<file path="src/rtl/mem_port_arbiter_if.sv">
// mem_port_arbiter_if: fetch, data and memory-bus handshake signals of the IF/MEM memory port arbiter
interface mem_port_arbiter_if #(
  parameter int ADDR_W = 32,
  parameter int DATA_W = 32
);
  logic              if_req;
  logic [ADDR_W-1:0] if_addr;
  logic              if_rvalid;
  logic [DATA_W-1:0] if_rdata;
  logic              if_stall;
  logic              flush;
  logic              d_req;
  logic              d_we;
  logic [DATA_W/8-1:0] d_be;
  logic [ADDR_W-1:0] d_addr;
  logic [DATA_W-1:0] d_wdata;
  logic              d_rvalid;
  logic [DATA_W-1:0] d_rdata;
  logic              mem_stall;
  logic              mem_req;
  logic              mem_we;
  logic [DATA_W/8-1:0] mem_be;
  logic [ADDR_W-1:0] mem_addr;
  logic [DATA_W-1:0] mem_wdata;
  logic              mem_gnt;
  logic              mem_rvalid;
  logic [DATA_W-1:0] mem_rdata;
  logic              err;
  modport slave (
    input  if_req, if_addr, flush, d_req, d_we, d_be, d_addr, d_wdata, mem_gnt, mem_rvalid, mem_rdata,
    output if_rvalid, if_rdata, if_stall, d_rvalid, d_rdata, mem_stall, mem_req, mem_we, mem_be,
           mem_addr, mem_wdata, err
  );
  modport master (
    output if_req, if_addr, flush, d_req, d_we, d_be, d_addr, d_wdata, mem_gnt, mem_rvalid, mem_rdata,
    input  if_rvalid, if_rdata, if_stall, d_rvalid, d_rdata, mem_stall, mem_req, mem_we, mem_be,
           mem_addr, mem_wdata, err
  );
endinterface

</file>
<file path="src/rtl/mem_port_arbiter.sv">
// mem_port_arbiter: single-outstanding IF/MEM arbiter for a unified memory port; define MEM_PORT_ARB_RR_EN for round-robin priority
module mem_port_arbiter #(
  parameter int TIMEOUT = 64
) (
  input logic clk,
  input logic rst_n,
  mem_port_arbiter_if.slave bus
);
  localparam int CW = $clog2(TIMEOUT);
  typedef enum logic [1:0] {IDLE, BUSY_I, BUSY_D} state_t;
  state_t state, state_nx;
  logic drop, drop_nx;
  logic [CW-1:0] cnt;
  logic hold_v, hold_d;
  logic any_req, held_ok, pick_d, prio_d, grant, busy, done, tmo, if_rv, d_rv, req;
`ifdef MEM_PORT_ARB_RR_EN
  logic ptr_d;
  // last granted port; the other port wins the next contention
  always_ff @(posedge clk or negedge rst_n)
    if (!rst_n) ptr_d <= 1'b1;
    else if (grant) ptr_d <= pick_d;
  assign prio_d = ~ptr_d;
`else
  assign prio_d = 1'b1;
`endif
  assign any_req = bus.if_req | bus.d_req;
  assign held_ok = hold_v & (hold_d ? bus.d_req : bus.if_req);
  assign pick_d  = held_ok ? hold_d : bus.d_req & (~bus.if_req | prio_d);
  assign grant   = (state == IDLE) & any_req & bus.mem_gnt;
  assign busy    = state != IDLE;
  assign tmo     = busy & ~bus.mem_rvalid & (cnt == CW'(TIMEOUT - 1));
  assign done    = bus.mem_rvalid | tmo;
  assign if_rv   = (state == BUSY_I) & bus.mem_rvalid & ~drop & ~bus.flush;
  assign d_rv    = (state == BUSY_D) & bus.mem_rvalid;
  assign req     = rst_n & (state == IDLE) & any_req;
  // next state and fetch-drop flag
  always_comb begin
    state_nx = busy ? (done ? IDLE : state) : (grant ? (pick_d ? BUSY_D : BUSY_I) : IDLE);
    drop_nx  = busy ? (state == BUSY_I) & ~done & (drop | bus.flush) : grant & ~pick_d & bus.flush;
  end
  // state, drop flag, watchdog counter and the un-granted winner lock
  always_ff @(posedge clk or negedge rst_n)
    if (!rst_n) begin
      state  <= IDLE;
      drop   <= 1'b0;
      cnt    <= '0;
      hold_v <= 1'b0;
      hold_d <= 1'b0;
    end else begin
      state  <= state_nx;
      drop   <= drop_nx;
      cnt    <= busy ? cnt + CW'(1) : '0;
      hold_v <= (state == IDLE) & any_req & ~bus.mem_gnt;
      hold_d <= pick_d;
    end
  // request bus, response routing and stall requests, all forced low in reset
  always_comb begin
    bus.mem_req   = req;
    bus.mem_we    = req & pick_d & bus.d_we;
    bus.mem_be    = !req ? '0 : pick_d ? bus.d_be : '1;
    bus.mem_addr  = !req ? '0 : pick_d ? bus.d_addr : bus.if_addr;
    bus.mem_wdata = (req & pick_d) ? bus.d_wdata : '0;
    bus.if_rvalid = rst_n & if_rv;
    bus.if_rdata  = (rst_n & if_rv) ? bus.mem_rdata : '0;
    bus.d_rvalid  = rst_n & d_rv;
    bus.d_rdata   = (rst_n & d_rv) ? bus.mem_rdata : '0;
    bus.if_stall  = rst_n & bus.if_req & ~if_rv;
    bus.mem_stall = rst_n & bus.d_req & ~d_rv;
    bus.err       = rst_n & tmo;
  end
endmodule

</file>
<file path="src/flat_wrapper.sv">
// flat-port wrapper written by rule: the top's interface ports become plain ports
module mem_port_arbiter_flat 
#(
  parameter int TIMEOUT = 64
)
  (clk, rst_n, bus_if_req, bus_if_addr, bus_flush, bus_d_req, bus_d_we, bus_d_be, bus_d_addr, bus_d_wdata, bus_mem_gnt, bus_mem_rvalid, bus_mem_rdata, bus_if_rvalid, bus_if_rdata, bus_if_stall, bus_d_rvalid, bus_d_rdata, bus_mem_stall, bus_mem_req, bus_mem_we, bus_mem_be, bus_mem_addr, bus_mem_wdata, bus_err);
  mem_port_arbiter_if bus_i ();
  input logic clk;
  input logic rst_n;
  input wire logic [$bits(bus_i.if_req)-1:0] bus_if_req;
  input wire logic [$bits(bus_i.if_addr)-1:0] bus_if_addr;
  input wire logic [$bits(bus_i.flush)-1:0] bus_flush;
  input wire logic [$bits(bus_i.d_req)-1:0] bus_d_req;
  input wire logic [$bits(bus_i.d_we)-1:0] bus_d_we;
  input wire logic [$bits(bus_i.d_be)-1:0] bus_d_be;
  input wire logic [$bits(bus_i.d_addr)-1:0] bus_d_addr;
  input wire logic [$bits(bus_i.d_wdata)-1:0] bus_d_wdata;
  input wire logic [$bits(bus_i.mem_gnt)-1:0] bus_mem_gnt;
  input wire logic [$bits(bus_i.mem_rvalid)-1:0] bus_mem_rvalid;
  input wire logic [$bits(bus_i.mem_rdata)-1:0] bus_mem_rdata;
  output wire logic [$bits(bus_i.if_rvalid)-1:0] bus_if_rvalid;
  output wire logic [$bits(bus_i.if_rdata)-1:0] bus_if_rdata;
  output wire logic [$bits(bus_i.if_stall)-1:0] bus_if_stall;
  output wire logic [$bits(bus_i.d_rvalid)-1:0] bus_d_rvalid;
  output wire logic [$bits(bus_i.d_rdata)-1:0] bus_d_rdata;
  output wire logic [$bits(bus_i.mem_stall)-1:0] bus_mem_stall;
  output wire logic [$bits(bus_i.mem_req)-1:0] bus_mem_req;
  output wire logic [$bits(bus_i.mem_we)-1:0] bus_mem_we;
  output wire logic [$bits(bus_i.mem_be)-1:0] bus_mem_be;
  output wire logic [$bits(bus_i.mem_addr)-1:0] bus_mem_addr;
  output wire logic [$bits(bus_i.mem_wdata)-1:0] bus_mem_wdata;
  output wire logic [$bits(bus_i.err)-1:0] bus_err;
  assign bus_i.if_req = bus_if_req;
  assign bus_i.if_addr = bus_if_addr;
  assign bus_i.flush = bus_flush;
  assign bus_i.d_req = bus_d_req;
  assign bus_i.d_we = bus_d_we;
  assign bus_i.d_be = bus_d_be;
  assign bus_i.d_addr = bus_d_addr;
  assign bus_i.d_wdata = bus_d_wdata;
  assign bus_i.mem_gnt = bus_mem_gnt;
  assign bus_i.mem_rvalid = bus_mem_rvalid;
  assign bus_i.mem_rdata = bus_mem_rdata;
  assign bus_if_rvalid = bus_i.if_rvalid;
  assign bus_if_rdata = bus_i.if_rdata;
  assign bus_if_stall = bus_i.if_stall;
  assign bus_d_rvalid = bus_i.d_rvalid;
  assign bus_d_rdata = bus_i.d_rdata;
  assign bus_mem_stall = bus_i.mem_stall;
  assign bus_mem_req = bus_i.mem_req;
  assign bus_mem_we = bus_i.mem_we;
  assign bus_mem_be = bus_i.mem_be;
  assign bus_mem_addr = bus_i.mem_addr;
  assign bus_mem_wdata = bus_i.mem_wdata;
  assign bus_err = bus_i.err;
  mem_port_arbiter #(.TIMEOUT(TIMEOUT)) u_core (.clk(clk), .rst_n(rst_n), .bus(bus_i));
endmodule
</file>
<file path="config.mk">
export PLATFORM = sky130hd
export DESIGN_NAME = mem_port_arbiter_flat
export DESIGN_NICKNAME = d
export VERILOG_FILES = /design/src/rtl/mem_port_arbiter_if.sv /design/src/rtl/mem_port_arbiter.sv /design/src/flat_wrapper.sv
export SDC_FILE = /design/constraint.sdc
export NUM_CORES = 1
export LEC_CHECK = 0
export BUFFER_PORTS_ARGS = -buffer_cell sky130_fd_sc_hd__buf_4
export CAP_MARGIN = 20
export CORE_AREA = 2 2 107 109
export CTS_BUF_LIST = sky130_fd_sc_hd__clkbuf_4 sky130_fd_sc_hd__clkbuf_8
export DETAILED_ROUTE_END_ITERATION = 10
export DIE_AREA = 0 0 109 111
export SYNTH_ARGS = -nofsm -noshare
export SYNTH_HDL_FRONTEND = slang
export SYNTH_SLANG_ARGS = --single-unit
</file>
<file path="constraint.sdc">
create_clock -name clk -period 4.27 [get_ports clk]
set_input_delay 0 -clock clk [delete_from_list [all_inputs] [get_ports clk]]
set_output_delay 0 -clock clk [all_outputs]
set_load 0.03 [all_outputs]
</file>
==> run summary <==
Share of layout cells above drive strength 1 - 0.5387
Reg2reg path depth - 3
Largest net degree at the start of global routing - 39
Static Leak - 2.260 nW
Clock slew at reported path FFs - 0.05 ns
First DRT Iteration DRCs - 210
Placer Congestion - 0.8204
Slowest CP cell - nand3b_2
Total track usage - 0.1502
Worst r2r dst - u_core.hold_d
Worst Hold End - u_core.drop
Status - finished, final reports clean
Xor-xnor portion of the synthesized cell area - 0.01421
Skew-Pair Late Insertion Delay - 0.24 ns
Ports - 279
Main combinational cell family by area after synthesis - simple AND/OR/NAND/NOR gates
Compound-Gate Fraction of Synth Area - 0.2375
Endpoint type of the worst setup path - output pin
Detail Placement HPWL - 8213 µm
Slew Viols, Final - 0
Vias post-DR - 3073
DRT Pass-1 Iters - 4
HP Start - bus_flush
Crit Path Class - flip-flop to output pin
R2R setup slack - 2.42 ns
Maximum capacitance violations - 0
Die ar. - 12100 µm²
Worst Hold Slack - 0.03592 ns
Pre-CTS setup slack - 2.190 ns
CTS tree - yes
Final instance area - 4073 µm²
Syn nets - 426
Total routed wirelength - 10080 µm
CP max stage delay - 0.69 ns
Simple-gate portion of the synthesized area - 0.5108
Number of H-tree levels - 1
Syn Inst Count - 285
Synthesized cell area - 1849 µm²
Drt drc - 0
Crit-path max FO - 34
Clock sinks - 11
Setup_tns - 0 ns
Warnings from Yosys - 0
Worst-Margin Slew - 1.000 ns
Starting Density - 0.1669
Final setup viols - 0
Crit path required time - 4.27 ns
Max Freq - 0.4301 GHz
Hold depth - 2
Multiplexer share of the synthesized area - 0
Yosys top cell area share - 0.2165
Finished Layout Cells - 686
Clk buf depth - 2
Post-layout min period - 2.325 ns
Top cells by area, synth - and2_1, dfrtp_1, and3_1, o21ai_0, a21oi_1
Worst vdd ir - 0.08234 mV
CP Launch Type - flip-flop
Fin. Hold Viols - 0
Fin crit share - 0.5445
Yosys top cell by area - and2_1
Placed inst area - 3990 µm²
Routed Antenna Nets - 0
Nets - 684
Cts bufs inserted - 3
Critical R2R Launch - u_core.hold_d
Die H - 111 µm
Max_slew headroom - 0.3333
Worst EP arrival - 2.33 ns
Cells along the critical path - nand3b_2 > nand2_2 > inv_2 > and3_1 > buf_4
I/O Buffers - 278
Vias per std cell - 4.480
Adder-Cell Fraction of Synth Area - 0.006766
Placed cell count - 678
Horiz. Die Dim - 109 µm
Core area - 11080 µm²
Syn avg cell area - 6.489 µm²
First-pass GRT wire length - 14550 µm
Clk root buf - clkbuf_8
Top delay family on crit path - simple AND/OR/NAND/NOR gates
Routed len/inst - 14.70 µm
Initial antenna violation count - 1
Clock Skew - 0.006497 ns
Grt total ovfl - 0
Post-cts sizing count - 0
Register area share after synthesis - 0.1488
Power Density - 165.8 nW/µm²
RSZ-0062 raised after global routing - false
Most common cell after layout, fill and taps aside - buf_4
Synth cell types - 36
Final worst setup slack - 1.945 ns
Most frequent cells in the layout - buf_4, and2_1, o21ai_0
Hold crit path type - input pin to flip-flop
Layout area overhead - 120.2%
Number of global-route vias before repair - 2829
#FFs+latches synth - 11
Site Rows - 39
Buf+Inv Stages, Crit Path - 2
-- what timing repair did --
item / 4_1_cts / 5_1_grt
buffers inserted: 0 / 0
hold buffers: 2 / 0
hold endpoints to repair: 12 / 0
-- synth_stat cells --
cell / number
nor4_4: 1
a31oi_1: 1
o21ai_0: 35
dfrtp_1: 11
o211ai_4: 1
ha_1: 1
o21a_1: 4
inv_1: 3
xor2_1: 2
buf_4: 3
buf_2: 8
nor2_1: 6
nand2_1: 5
nor2_4: 1
nor3b_2: 1
nor3_1: 2
and3_1: 33
o2111a_1: 1
xnor2_1: 1
and3b_1: 1
clkbuf_1: 16
nand2b_1: 1
a22o_1: 1
nor2b_1: 2
nor3b_1: 1
or3_1: 2
o211ai_1: 1
inv_2: 2
clkbuf_2: 2
a31o_1: 1
nand3_1: 34
nand4_1: 1
a21oi_1: 34
nand2_2: 1
and2_1: 64
nand3b_2: 1
-- cell type report --
type / count / area, µm²
timing repair buffer: 282 / 2126
antenna: 1 / 2.502
multi-input combinational: 240 / 1423
sequential: 11 / 275.3
tap: 143 / 178.9
clock buffer: 4 / 48.80
fill: 1196 / 7004
inverter: 5 / 18.77
-- cells by family after synthesis --
family / Yosys count
compound gates: 79
xor+xnor: 3
fa+ha+maj: 1
buf+inv: 34
flops: 11
simple gates: 157
-- how the worst max path moves through the flow --
stage | from | end | slack (ns) | cells past startpoint
after floorplan | u_core.cnt[0] | bus_err | 2.49 | 4
after global placement | u_core.hold_d | bus_mem_wdata[4] | 2.27 | 5
after detailed placement | u_core.hold_d | bus_mem_wdata[26] | 2.19 | 5
after CTS | rst_n | bus_if_rdata[10] | 1.89 | 6
after global routing | u_core.hold_d | bus_mem_wdata[21] | 1.77 | 5
final | u_core.hold_d | bus_mem_we | 1.94 | 5
-- stage by stage --
stage / power [W] / utilization
after CTS: 0.0006820 / 0.3664
after detailed placement: 0.0005641 / 0.3602
after global placement: 0.0005576 / 0.3602
after floorplan: 0.0003562 / -
after global routing: 0.0007161 / 0.3677
final: 0.0006751 / 0.3677
-- per-layer routing --
| layer | vias up | track usage | routed length (µm) |
|---|---|---|---|
| met1 | 1380 | 0.1692 | 3732 |
| met5 | - | 0 | 0 |
| met3 | 4 | 0.02881 | 1045 |
| met4 | 0 | 0.04188 | 66 |
| met2 | 186 | 0.2803 | 5237 |
| li1 | 1503 | - | - |
-- registers in the layout, indices dropped and copies added, names as in the netlist --
| name | flops |
|---|---|
| u_core.cnt | 6 |
| u_core.state | 2 |
| u_core.drop | 1 |
| u_core.hold_d | 1 |
| u_core.hold_v | 1 |
-- report_power, final --
part / leakage, nW / internal (W) / switching (W)
Clock: 0.0262 / 0.0000720 / 0.0000408
Combinational: 2.09 / 0.000192 / 0.000244
Sequential: 0.147 / 0.000115 / 0.0000113
No activity file was read; power rests on OpenSTA's default activity.
